==> src/rtl/game_ctrl_pkg.sv <==
// Shared types and constants for the game sequencer.
// State, overlay and key encodings used by game_ctrl and its sub-block.
package game_pkg;

    typedef enum logic [1:0] {
        ST_TITLE   = 2'd0,
        ST_PLAY    = 2'd1,
        ST_DEAD    = 2'd2,
        ST_RESPAWN = 2'd3
    } state_e;

    localparam logic [1:0] OV_NONE     = 2'd0;
    localparam logic [1:0] OV_TITLE    = 2'd1;
    localparam logic [1:0] OV_GAMEOVER = 2'd2;

    localparam logic [7:0] KEY_SPACE = 8'h29;
    localparam logic [7:0] KEY_R     = 8'h2D;

    function automatic logic [7:0] sat_inc8(input logic [7:0] v);
        return (v == 8'hFF) ? v : v + 8'd1;
    endfunction

endpackage

==> src/rtl/game_ctrl_frame_sync.sv <==
// vsync synchronizer with a registered one-cycle pulse per falling edge.
// Flops reset high so a held reset level never looks like a frame start.
module frame_sync (
    input  logic clk,
    input  logic clrn,
    input  logic vsync,
    output logic frame_tick
);

    logic s1_q;
    logic s2_q;
    logic s3_q;
    logic tick_q;
    logic tick_d;

    always_comb begin
        tick_d = s3_q & ~s2_q;
    end

    always_ff @(posedge clk or negedge clrn) begin
        if (!clrn) begin
            s1_q   <= 1'b1;
            s2_q   <= 1'b1;
            s3_q   <= 1'b1;
            tick_q <= 1'b0;
        end else begin
            s1_q   <= vsync;
            s2_q   <= s1_q;
            s3_q   <= s2_q;
            tick_q <= tick_d;
        end
    end

    assign frame_tick = tick_q;

endmodule

==> src/rtl/game_ctrl.sv <==
// Game sequencer: frame counting, collision latch, key edges and the
// title/respawn/play/dead state machine driving the sprite controls.
module game_ctrl
    import game_pkg::*;
#(
    parameter int unsigned APPLE_NUM      = 13,
    parameter logic [7:0]  KEY_START      = KEY_SPACE,
    parameter logic [7:0]  KEY_RESTART    = KEY_R,
    parameter int unsigned DEAD_FRAMES    = 60,
    parameter int unsigned RESPAWN_FRAMES = 2
) (
    input  logic                 clk,
    input  logic                 clrn,
    input  logic                 vsync,
    input  logic [7:0]           keycode,
    input  logic                 is_kid,
    input  logic [APPLE_NUM-1:0] is_apple,
    output logic                 frame_tick,
    output logic                 update_en,
    output logic                 sprite_rstn,
    output logic [1:0]           overlay,
    output logic [1:0]           state,
    output logic [7:0]           deaths
);

    localparam logic [7:0] DEAD_LAST    = 8'(DEAD_FRAMES - 1);
    localparam logic [7:0] RESPAWN_LAST = 8'(RESPAWN_FRAMES - 1);

    state_e     state_q, state_d;
    logic [7:0] fcnt_q, fcnt_d;
    logic [7:0] key_q, key_d;
    logic [7:0] deaths_q, deaths_d;
    logic       latch_q, latch_d;
    logic       update_en_q, update_en_d;
    logic       sprite_rstn_q, sprite_rstn_d;
    logic [1:0] overlay_q, overlay_d;

    logic overlap;
    logic hit_frame;
    logic start_ev;
    logic restart_ev;

    frame_sync u_frame_sync (
        .clk        (clk),
        .clrn       (clrn),
        .vsync      (vsync),
        .frame_tick (frame_tick)
    );

    always_comb begin
        overlap    = is_kid & (|is_apple);
        hit_frame  = frame_tick & (latch_q | overlap);
        start_ev   = (keycode == KEY_START) && (key_q != KEY_START);
        restart_ev = (keycode == KEY_RESTART) && (key_q != KEY_RESTART);

        state_d  = state_q;
        deaths_d = deaths_q;
        key_d    = keycode;
        latch_d  = frame_tick ? 1'b0 : (latch_q | overlap);

        unique case (state_q)
            ST_TITLE: begin
                if (start_ev) state_d = ST_RESPAWN;
            end
            ST_RESPAWN: begin
                if (frame_tick && fcnt_q == RESPAWN_LAST) state_d = ST_PLAY;
            end
            ST_PLAY: begin
                if (hit_frame) begin
                    state_d  = ST_DEAD;
                    deaths_d = sat_inc8(deaths_q);
                end else if (restart_ev) begin
                    state_d = ST_RESPAWN;
                end
            end
            ST_DEAD: begin
                if (restart_ev) begin
                    state_d = ST_RESPAWN;
                end else if (frame_tick && fcnt_q == DEAD_LAST) begin
                    state_d = ST_TITLE;
                end
            end
        endcase

        if (state_d != state_q) begin
            fcnt_d = 8'd0;
        end else if (frame_tick) begin
            fcnt_d = fcnt_q + 8'd1;
        end else begin
            fcnt_d = fcnt_q;
        end

        // Outputs are decoded from the next state so they flip with it.
        update_en_d   = 1'b0;
        sprite_rstn_d = 1'b0;
        overlay_d     = OV_NONE;
        unique case (state_d)
            ST_TITLE: begin
                overlay_d = OV_TITLE;
            end
            ST_RESPAWN: begin
                overlay_d = OV_NONE;
            end
            ST_PLAY: begin
                update_en_d   = 1'b1;
                sprite_rstn_d = 1'b1;
            end
            ST_DEAD: begin
                sprite_rstn_d = 1'b1;
                overlay_d     = OV_GAMEOVER;
            end
        endcase
    end

    always_ff @(posedge clk or negedge clrn) begin
        if (!clrn) begin
            state_q       <= ST_TITLE;
            fcnt_q        <= 8'd0;
            key_q         <= 8'd0;
            deaths_q      <= 8'd0;
            latch_q       <= 1'b0;
            update_en_q   <= 1'b0;
            sprite_rstn_q <= 1'b0;
            overlay_q     <= OV_TITLE;
        end else begin
            state_q       <= state_d;
            fcnt_q        <= fcnt_d;
            key_q         <= key_d;
            deaths_q      <= deaths_d;
            latch_q       <= latch_d;
            update_en_q   <= update_en_d;
            sprite_rstn_q <= sprite_rstn_d;
            overlay_q     <= overlay_d;
        end
    end

    assign update_en   = update_en_q;
    assign sprite_rstn = sprite_rstn_q;
    assign overlay     = overlay_q;
    assign state       = state_q;
    assign deaths      = deaths_q;

endmodule

==> config.mk <==
export PLATFORM = sky130hd
export DESIGN_NAME = game_ctrl
export DESIGN_NICKNAME = d
export VERILOG_FILES = /design/src/rtl/game_ctrl_pkg.sv /design/src/rtl/game_ctrl_frame_sync.sv /design/src/rtl/game_ctrl.sv
export SDC_FILE = /design/constraint.sdc
export NUM_CORES = 1
export LEC_CHECK = 0
export ABC_CLOCK_PERIOD_IN_PS = 3950
export BUFFER_PORTS_ARGS = -buffer_cell sky130_fd_sc_hd__buf_4
export CELL_PAD_IN_SITES_DETAIL_PLACEMENT = 1
export CELL_PAD_IN_SITES_GLOBAL_PLACEMENT = 2
export CORE_UTILIZATION = 36
export CTS_BUF_LIST = sky130_fd_sc_hd__clkbuf_16
export CTS_CLUSTER_DIAMETER = 50
export DETAILED_ROUTE_END_ITERATION = 10
export HOLD_SLACK_MARGIN = 0.03
export PLACE_DENSITY_LB_ADDON = 0.25
export SYNTH_ARGS = -nofsm -noshare
export SYNTH_HDL_FRONTEND = slang
export SYNTH_SLANG_ARGS = --single-unit
==> constraint.sdc <==
create_clock -name clk -period 3.95 [get_ports clk]
set_input_delay 0.1975 -clock clk [delete_from_list [all_inputs] [get_ports clk]]
set_output_delay 0.1975 -clock clk [all_outputs]
set_load 0.02 [all_outputs]
Yosys cells after proc, flatten, opt, wreduce, memory -nomap -nowiden
Cells that the tools add are included.
{"block": "word_totals", "out_inout_bits": 15, "romBits": 0, "latchBits": 0, "memories": 0, "register_bits": 35, "inputBits": 25, "mem_bits_rw": 0, "elab_cells": 56}
{"block": "op_classes", "mux": 13, "n_div": 0, "reduce_logical": 10, "magnitude_cmp": 0, "eq_ne": 13, "addsub": 2, "n_mul": 0, "bitwise_logic": 6, "shift": 0}
{"op": "8-bit by 6-bit equality test with 1-bit output, second input constant", "n": 3}
{"op": "8-bit by 1-bit adder with 8-bit output, second input constant", "n": 2}
{"op": "8-bit two-way mux", "n": 2}
{"op": "8-bit by 6-bit != test with 1-bit output, second input constant", "n": 2}
{"op": "13-bit OR reduction", "n": 1}
{"op": "2-bit two-way mux", "n": 6}
{"op": "8-bit by 1-bit equality test with 1-bit output, second input constant", "n": 1}
{"op": "8-bit equality test, second input constant", "n": 1}
{"op": "2-bit one-hot mux with 4 select lines", "n": 1}
{"op": "2-bit equality test, second input constant", "n": 3}
{"op": "2-bit by 1-bit equality test with 1-bit output, second input constant", "n": 2}
{"op": "1-bit logical AND", "n": 4}
{"op": "2-bit zero test", "n": 2}
{"op": "2-bit one-hot mux with 2 select lines", "n": 1}
{"op": "1-bit AND", "n": 3}
{"op": "1-bit two-way mux", "n": 3}
{"op": "3-bit AND reduction", "n": 1}
{"op": "2-bit != test", "n": 1}
{"op": "1-bit inverter", "n": 2}
{"op": "2-bit nonzero test", "n": 1}
{"op": "2-bit OR reduction", "n": 1}
{"op": "1-bit OR", "n": 1}

Logic depth before layout (Yosys ltp)
Gate-level depths: netlist of run 1.
{"block": "logic_depth", "depth_word": 9, "mapped_depth": 9, "depth_no_buf": 9}

Hierarchy
A second synthesis of run 1 with hierarchy kept.
{"block": "hier_totals", "hier_cells": 142, "area_unflattened_um2": 1657.8}
{"module": "game_ctrl", "n_inst": 1, "seq_area_each_um2": 777.0, "area_per_inst_um2": 1540.2, "cells_each": 137}
{"module": "frame_sync", "n_inst": 1, "seq_area_each_um2": 103.8, "area_per_inst_um2": 117.6, "cells_each": 5}

Least setup slack after synthesis of run 1
OpenSTA, ideal clock, no wires.
{"block": "synth_path", "kind": "input-to-reg", "startpoint": "input port keycode[4]", "endpoint": "register sprite_rstn_q (netlist: sprite_rstn)", "setup_slack_ps": 2047, "arrival_ps": 1791, "t_required_ps": 3837, "cell_stages": 7, "setup_ps": 113, "n_path_buf": 0, "cell_sequence": "or4b_4 > a211oi_4 > o31a_4 > o21ai_0 > a22o_1 > ha_1 > inv_1"}
{"block": "synth_between", "elab_chain_len": 8, "word_cells_on_any_way": 13, "classes_between": "4 x eq/ne; 6 x mux; 3 x reduce/logical"}
{"element": "from (decl)", "line_no": "game_ctrl.sv:15", "rtl": "input logic [7:0] keycode,"}
{"element": "8-bit by 6-bit equality test with 1-bit output", "line_no": "game_ctrl.sv:54", "rtl": "restart_ev = (keycode == KEY_RESTART) && (key_q != KEY_RESTART);"}
{"element": "1-bit logical AND", "line_no": "game_ctrl.sv:54"}
{"element": "2-bit two-way mux", "line_no": "game_ctrl.sv:72", "rtl": "end else if (restart_ev) begin"}
{"element": "2-bit two-way mux", "line_no": "game_ctrl.sv:69", "rtl": "if (hit_frame) begin"}
{"element": "2-bit one-hot mux with 4 select lines (*)", "line_no": "game_ctrl.sv:61", "rtl": "unique case (state_q)"}
{"element": "2-bit equality test or 2-bit by 1-bit equality test with 1-bit output (tied branches)", "line_no": "game_ctrl.sv:97", "rtl": "unique case (state_d)"}
{"element": "2-bit OR reduction (no source line) (*)"}
{"element": "1-bit two-way mux (*)", "line_no": "game_ctrl.sv:97"}
{"element": "net sprite_rstn_d", "line_no": "game_ctrl.sv:35", "rtl": "logic sprite_rstn_q, sprite_rstn_d;"}
{"element": "to (signal assigned)", "line_no": "game_ctrl.sv:132", "rtl": "sprite_rstn_q <= sprite_rstn_d;"}
{"element": "to (decl)", "line_no": "game_ctrl.sv:35"}
The timed path passes the listed nets; every way through them passes the cells marked *.
A chain may end at the register's enable or synchronous reset.

Final worst setup path of run 1
{"block": "layout_path", "startpoint": "register fcnt_q[0]", "endpoint": "register sprite_rstn_q (netlist: sprite_rstn)"}
{"block": "layout_between", "elab_chain_len": 8, "word_cells_on_any_way": 12, "classes_between": "4 x eq/ne; 5 x mux; 3 x reduce/logical"}
{"element": "from (decl)", "line_no": "game_ctrl.sv:30", "rtl": "logic [7:0] fcnt_q, fcnt_d;"}
{"element": "from (signal assigned)", "line_no": "game_ctrl.sv:127", "rtl": "fcnt_q <= fcnt_d;"}
{"element": "8-bit by 6-bit equality test with 1-bit output", "line_no": "game_ctrl.sv:79", "rtl": "end else if (frame_tick && fcnt_q == DEAD_LAST) begin"}
{"element": "1-bit logical AND", "line_no": "game_ctrl.sv:79"}
{"element": "2-bit two-way mux", "line_no": "game_ctrl.sv:79"}
{"element": "2-bit two-way mux", "line_no": "game_ctrl.sv:77", "rtl": "if (restart_ev) begin"}
{"element": "2-bit one-hot mux with 4 select lines (*)", "line_no": "game_ctrl.sv:61"}
{"element": "2-bit equality test or 2-bit by 1-bit equality test with 1-bit output (tied branches)", "line_no": "game_ctrl.sv:97"}
{"element": "2-bit OR reduction (no source line) (*)"}
{"element": "1-bit two-way mux (*)", "line_no": "game_ctrl.sv:97"}
{"element": "net sprite_rstn_d", "line_no": "game_ctrl.sv:35"}
Marked as above.

==> flow_summary.toml, run 1 <==
[clock_network]
cts_buffers = 5
clock_sinks = 35
clockBufferDepth = 2
cts_hold_buf = 2
clkTransAtPathRegs_ps = 50
htreeDepth = 2
cts_tree = "done"
clock_latency_ps = 270
post_cts_buffers = 0
cts-root-buf = "clkbuf_16"
ctsResizeCount = 0

[yosys]
yosys_warnings = 0
synth_area_leader_cell = "dfrtp_1"
synth_cell_types = 40
synth.avg_cell_area_sq_um = 11.49
syn-num-nets = 174
synthCells = 143
ys_seq_elements = 35
synth_top_area_share_pct = 47.22
ys_seq_area_share_pct = 53.62
synth_area_sq_um = 1643
yosys-top-cells-area = "dfrtp_1 47%, dfstp_2 6.4%, xor2_1 5.3%, ha_1 4.6%, nor2_1 3.9%"

[placement]
dp_hpwl_um = 2713
place_congestion = 0.8047
place_ws_ps = 1609
dpl.cell_count = 232
port_buffers = 39

[critical_path]
r2r_start = "fcnt_q[0]$_DFFE_PN0P_"
startpoint_type = "flip-flop"
arrival_ps = 2370
crit_type = "reg2reg"
crit_required_ps = 4170
critPathCaptureType = "flip-flop"
critPathMaxFanout = 4
startpoint = "fcnt_q[0]$_DFFE_PN0P_"

[hold_path]
min_from = "keycode[4]"
hold_path.class = "in2reg"

[detailed_routing]
num_vias = 1274
drt_wl_total_um = 3700
postRouteAntennaNets = 0
drtPass1Iterations = 4
drc = 0
drt_iter0_markers = 54
wire_per_inst_um = 15.29
vias_per_cell = 5.264

[global_routing]
track_usage_pct = 16.85
antenna_found_initial = 0
grt_pass1_vias = 1386
grt_pass1_wl_um = 6396
grt_max_degree = 36
globalRoute.totalOverflow = 0

[die]
die_h_um = 69.55
coreArea_sq_um = 4384
die_x_um = 69.55
die-area_sq_um = 4837
start_util_pct = 37.47
rows = 24
ioPinCount = 40

[finish]
finalNetCount = 220
nFillCells = 494
num_antenna_cells = 0
multiInputGateArea_sq_um = 733.2
seq_area_sq_um = 880.8
final_common_cell = "buf_4"
layout.cells.non_filler = 242
layout_common_cells = "39 x buf_4, 31 x dfrtp_1, 17 x nor2_1"
layout-drive-gt1-share_pct = 30.00
areaGrowthSynthToFinish_pct = 30.77

[sta]
hold_viol = 0
fmax_mhz = 464.9
tns_ps = 0
maxSlewViolCount = 0
worstMarginPinSlew_ps = 891.1
fin_crit_sh_pct = 54.45
relSlewSlack_pct = 40.33
finalSetupViolCount = 0
skew_ps = 3.274
rsz0062_at_grt = "no"
layout_setup_ws_ps = 1799
fin_crit_ps = 2151

[pwr]
p_int_uw = 771.2
power_switching_uw = 346.2
pwr-share-clk_pct = 32.8
p_seq_share_pct = 43.6
p_sw_share_pct = 30.98
p_comb_share_pct = 23.7
power_leakage_uw = 0.0009901
powerDensity_nw_per_um2 = 520.1
finalPower_uw = 1117
ir_drop_uv = 303.4

[outcome]
status = "complete, no violations"

[job]
max_cap_viol_count = 0
## metal layers
layer	vias to the layer above	routed length [um]	track usage [%]
met5	-	0	0
met4	0	40	4.762
met3	5	208	5.233
met2	38	1791	28.59
met1	631	1659	20.61
li1	600	-	-
## power by group through the flow
stage	clock network, uW	logic (uW)	registers [uW]
floorplan	0	126	513
global placement	0	253	491
detailed placement	0	266	494
CTS	376	270	488
global route	385	302	500
finish	366	265	487
## critical path: stages (launching register included)
cell and delay [ps]:
dfrtp_1 410, ha_1 240, nand2_1 110, or3_1 390, o31a_4 300, o21ai_0 130, a22o_1 220, ha_1 240
inv_1 50
## through the flow
stage          utilization, %  cell area, sq um  hold WS [ps]
2_1_floorplan               -              1643        -98.09
3_3_place_gp            45.41              1991         173.0
3_5_place_dp            45.41              1991         183.5
4_1_cts                 49.00              2148         32.59
5_1_grt                 49.00              2148         32.91
6_report                49.00              2148         37.20
## layout make-up
cell class	count	area share, %
Inverter	5	0.8736
Multi-Input combinational cell	101	34.13
Timing Repair Buffer	41	14.56
Clock inverter	3	0.5824
Clock buffer	5	5.824
Tap cell	52	3.029
Sequential cell	35	41.00
## Yosys cell counts (all sizes together)
cell type / n
o21ai: 3
nor4bb: 1
a41oi: 1
nand3b: 1
nand4: 5
mux2i: 1
nand4b: 1
a22o: 1
nor4b: 4
o31a: 1
xor2: 10
a211oi: 2
o211ai: 2
nor3: 5
mux2: 1
nor4: 4
inv: 5
or3: 1
o32a: 1
nor2: 17
and4b: 1
xnor2: 3
ha: 6
or4bb: 1
a21boi: 1
buf: 2
nor2b: 1
a31oi: 2
or4b: 1
a32oi: 1
a221oi: 1
and2: 2
nand3: 5
dfrtp: 31
nand2: 13
o21a: 1
dfstp: 4
## final timing paths
check | depth (start not counted) | to | slack, ps
worst max-delay path | 8 | sprite_rstn$_DFF_PN0_ | 1800
worst min-delay path | 1 | key_q[4]$_DFF_PN0_ | 40
worst max register to register | 8 | sprite_rstn$_DFF_PN0_ | 1800
worst min register to register | 0 | u_frame_sync.s2_q$_DFF_PN1_ | 360
max in group asynchronous | 2 | u_frame_sync.s3_q$_DFF_PN1_ | 3180
min in group asynchronous | 2 | key_q[3]$_DFF_PN0_ | 410
## logic make-up (layout without fill, tap and decap cells)
kind of cell	count (synthesis)	count (layout)	share of synthesized area [%]
xor gates and xnor gates	13	13	6.931
adders and majority gates	6	6	4.570
AOI/OAI and AO/OA	17	17	10.13
DFF	35	35	53.62
buffers and inverters	7	54	1.752
muxes	2	2	1.295
and+or+nand+nor	63	63	21.71
## registers in the layout, summed over array words and instances (netlist names)
register and count:
deaths 8, fcnt_q 8, key_q 8, latch_q 1
overlay 2, sprite_rstn 1, state 2, u_frame_sync.frame_tick 1
u_frame_sync.s1_q 1, u_frame_sync.s2_q 1, u_frame_sync.s3_q 1, update_en 1
Note: power is estimated with default switching activity, not from simulation.
==> run 2: changes to the inputs <==
--- a/config.mk
+++ b/config.mk
@@ -5,11 +5,11 @@
 export SDC_FILE = /design/constraint.sdc
 export NUM_CORES = 1
 export LEC_CHECK = 0
-export ABC_CLOCK_PERIOD_IN_PS = 3950
+export ABC_CLOCK_PERIOD_IN_PS = 1870
 export BUFFER_PORTS_ARGS = -buffer_cell sky130_fd_sc_hd__buf_4
 export CELL_PAD_IN_SITES_DETAIL_PLACEMENT = 1
 export CELL_PAD_IN_SITES_GLOBAL_PLACEMENT = 2
-export CORE_UTILIZATION = 36
+export CORE_UTILIZATION = 30
 export CTS_BUF_LIST = sky130_fd_sc_hd__clkbuf_16
 export CTS_CLUSTER_DIAMETER = 50
 export DETAILED_ROUTE_END_ITERATION = 10
==> constraint.sdc (replaced) <==
create_clock -name clk -period 1.87 [get_ports clk]
set_input_delay 0.0935 -clock clk [delete_from_list [all_inputs] [get_ports clk]]
set_output_delay 0.0935 -clock clk [all_outputs]
set_load 0.02 [all_outputs]
==> flow_summary.toml, run 2 (synthesis results as in run 1) <==
[outcome]
status = "complete, but fails checks"
failed_checks = "negative setup slack"

[hold_path]
min_delay_path_depth = 5
hold_path.class = "in2reg"

[detailed_routing]
wire_per_inst_um = 14.75
drtPass1Iterations = 2
drc = 0
vias_per_cell = 4.758
postRouteAntennaNets = 0
num_vias = 1375
drt_wl_total_um = 4264
drt_iter0_markers = 50

[sta]
fin_hold_ws_ps = 189.7
fin_crit_sh_pct = 101.6
hold_viol = 0
worstMarginPinSlew_ps = 446.1
fmax_mhz = 526.2
finalSetupViolCount = 2
rsz0062_at_grt = "yes"
maxSlewViolCount = 0
fin_crit_ps = 1900
skew_ps = 4.152
layout_setup_ws_ps = -30.40
relSlewSlack_pct = 70.26

[global_routing]
grt_pass1_wl_um = 7189
globalRoute.totalOverflow = 0
antenna_found_initial = 0
track_usage_pct = 15.83
grt_max_degree = 36
grt_pass1_vias = 1525

[pwr]
power_switching_uw = 833.3
p_sw_share_pct = 29.75
ir_drop_uv = 511.9
p_seq_share_pct = 36.5
power_leakage_uw = 0.001140
p_int_uw = 1968
pwr-share-clk_pct = 33.4
powerDensity_nw_per_um2 = 1121
p_comb_share_pct = 30.1

[finish]
finalNetCount = 249
areaGrowthSynthToFinish_pct = 52.17
layout.cells.non_filler = 289
layout-drive-gt1-share_pct = 41.55
layout_common_cells = "60 x buf_4, 29 x dfrtp_1, 17 x nor2_1"
final_common_cell = "buf_4"
num_antenna_cells = 0

[die]
die_h_um = 76
ioPinCount = 40
start_util_pct = 31.56
coreArea_sq_um = 5205
die-area_sq_um = 5776
die_x_um = 76
rows = 26

[critical_path]
critPathMaxFanout = 3
arrival_ps = 2120
r2r.worst_path.cells = 8
crit_type = "reg2reg"
startpoint_type = "flip-flop"
critPathCaptureType = "flip-flop"
reg2reg_slack_ps = -30
crit_required_ps = 2090

[clock_network]
clock_latency_ps = 280
clkTransAtPathRegs_ps = 60
cts_tree = "done"
htreeDepth = 2
clockBufferDepth = 2
clock_sinks = 35
cts_buffers = 5
cts-root-buf = "clkbuf_16"

[placement]
place_congestion = 0.8396
port_buffers = 39
dpl.cell_count = 263
dp_hpwl_um = 3063

[job]
max_cap_viol_count = 0
[run 2: changes by cell type in the layout (fill, tap and decap cells not counted), sizes merged]
cell / before / now
buf: 39 / 60
dlygate4sd3: 2 / 10
inv: 7 / 5
bufinv: 0 / 1
clkinv: 1 / 2
[run 2: critical path, cell delays in order (launching register included)]
cell and delay (ps):
dfrtp_1 390, ha_2 210, nand2_2 60, or3_4 370
o31a_4 280, o21ai_2 70, a22o_1 180, ha_1 230
inv_1 50
[run 2: layout make-up]
type | count | area [sq um]
clock buffers | 5 | 125.1
clock inverters | 3 | 43.79
fillers | 574 | 2705
inverters | 5 | 18.77
multi-input cells | 101 | 790.8
flip-flops and latches | 35 | 883.3
well taps | 70 | 87.58
repair buffers | 70 | 550.5
[run 2: worst paths after layout]
| path | start | to |
|---|---|---|
| min reg2reg | u_frame_sync.s1_q$_DFF_PN1_ | u_frame_sync.s2_q$_DFF_PN1_ |
| min in group asynchronous | clrn | deaths[1]$_DFFE_PN0P_ |
| max in group asynchronous | clrn | overlay[0]$_DFF_PN1_ |
| max | fcnt_q[0]$_DFFE_PN0P_ | sprite_rstn$_DFF_PN0_ |
| min | is_kid | latch_q$_DFF_PN0_ |
| max reg2reg | fcnt_q[0]$_DFFE_PN0P_ | sprite_rstn$_DFF_PN0_ |
[run 2: per-layer routing]
| layer | track usage [%] | share of wire (%) | vias up |
|---|---|---|---|
| li1 | - | - | 658 |
| met1 | 16.60 | 40 | 680 |
| met2 | 30.27 | 54 | 31 |
| met3 | 4.311 | 4.1 | 6 |
| met4 | 5.192 | 1.4 | 0 |
| met5 | 0 | 0 | - |
[run 2: power groups by stage]
stage          Combinational, uW  Sequential [uW]  Clock [uW]
6_report                     842             1020         935
4_1_cts                      785             1010         965
2_1_floorplan                269             1090           0
3_3_place_gp                 658             1010           0
3_5_place_dp                 678             1020           0
5_1_grt                      933             1040         999
[run 2: stage by stage]
step | worst slack (ps) | area [sq um] | total power, uW | setup TNS (ps) | utilization [%]
global route | -136.2 | 2500 | 2972 | -293.8 | 48.03
detailed placement | -95.23 | 2117 | 1703 | -294.0 | 40.67
CTS | 4.127 | 2441 | 2760 | 0 | 46.90
finish | -30.40 | 2500 | 2802 | -38.36 | 48.03
floorplan | 27.29 | 1649 | 1354 | 0 | -
global placement | -37.69 | 2117 | 1671 | -45.73 | 40.67
[run 2: what timing repair did]
| action | in CTS | in global routing |
|---|---|---|
| hold endpoints to repair | 40 | 0 |
| buffers inserted | 5 | 3 |
| hold buffers | 10 | 0 |
| resized for setup | 3 | 9 |
| cloned | 0 | 0 |
| setup endpoints to repair | 6 | 4 |
| pin swaps | 2 | 3 |
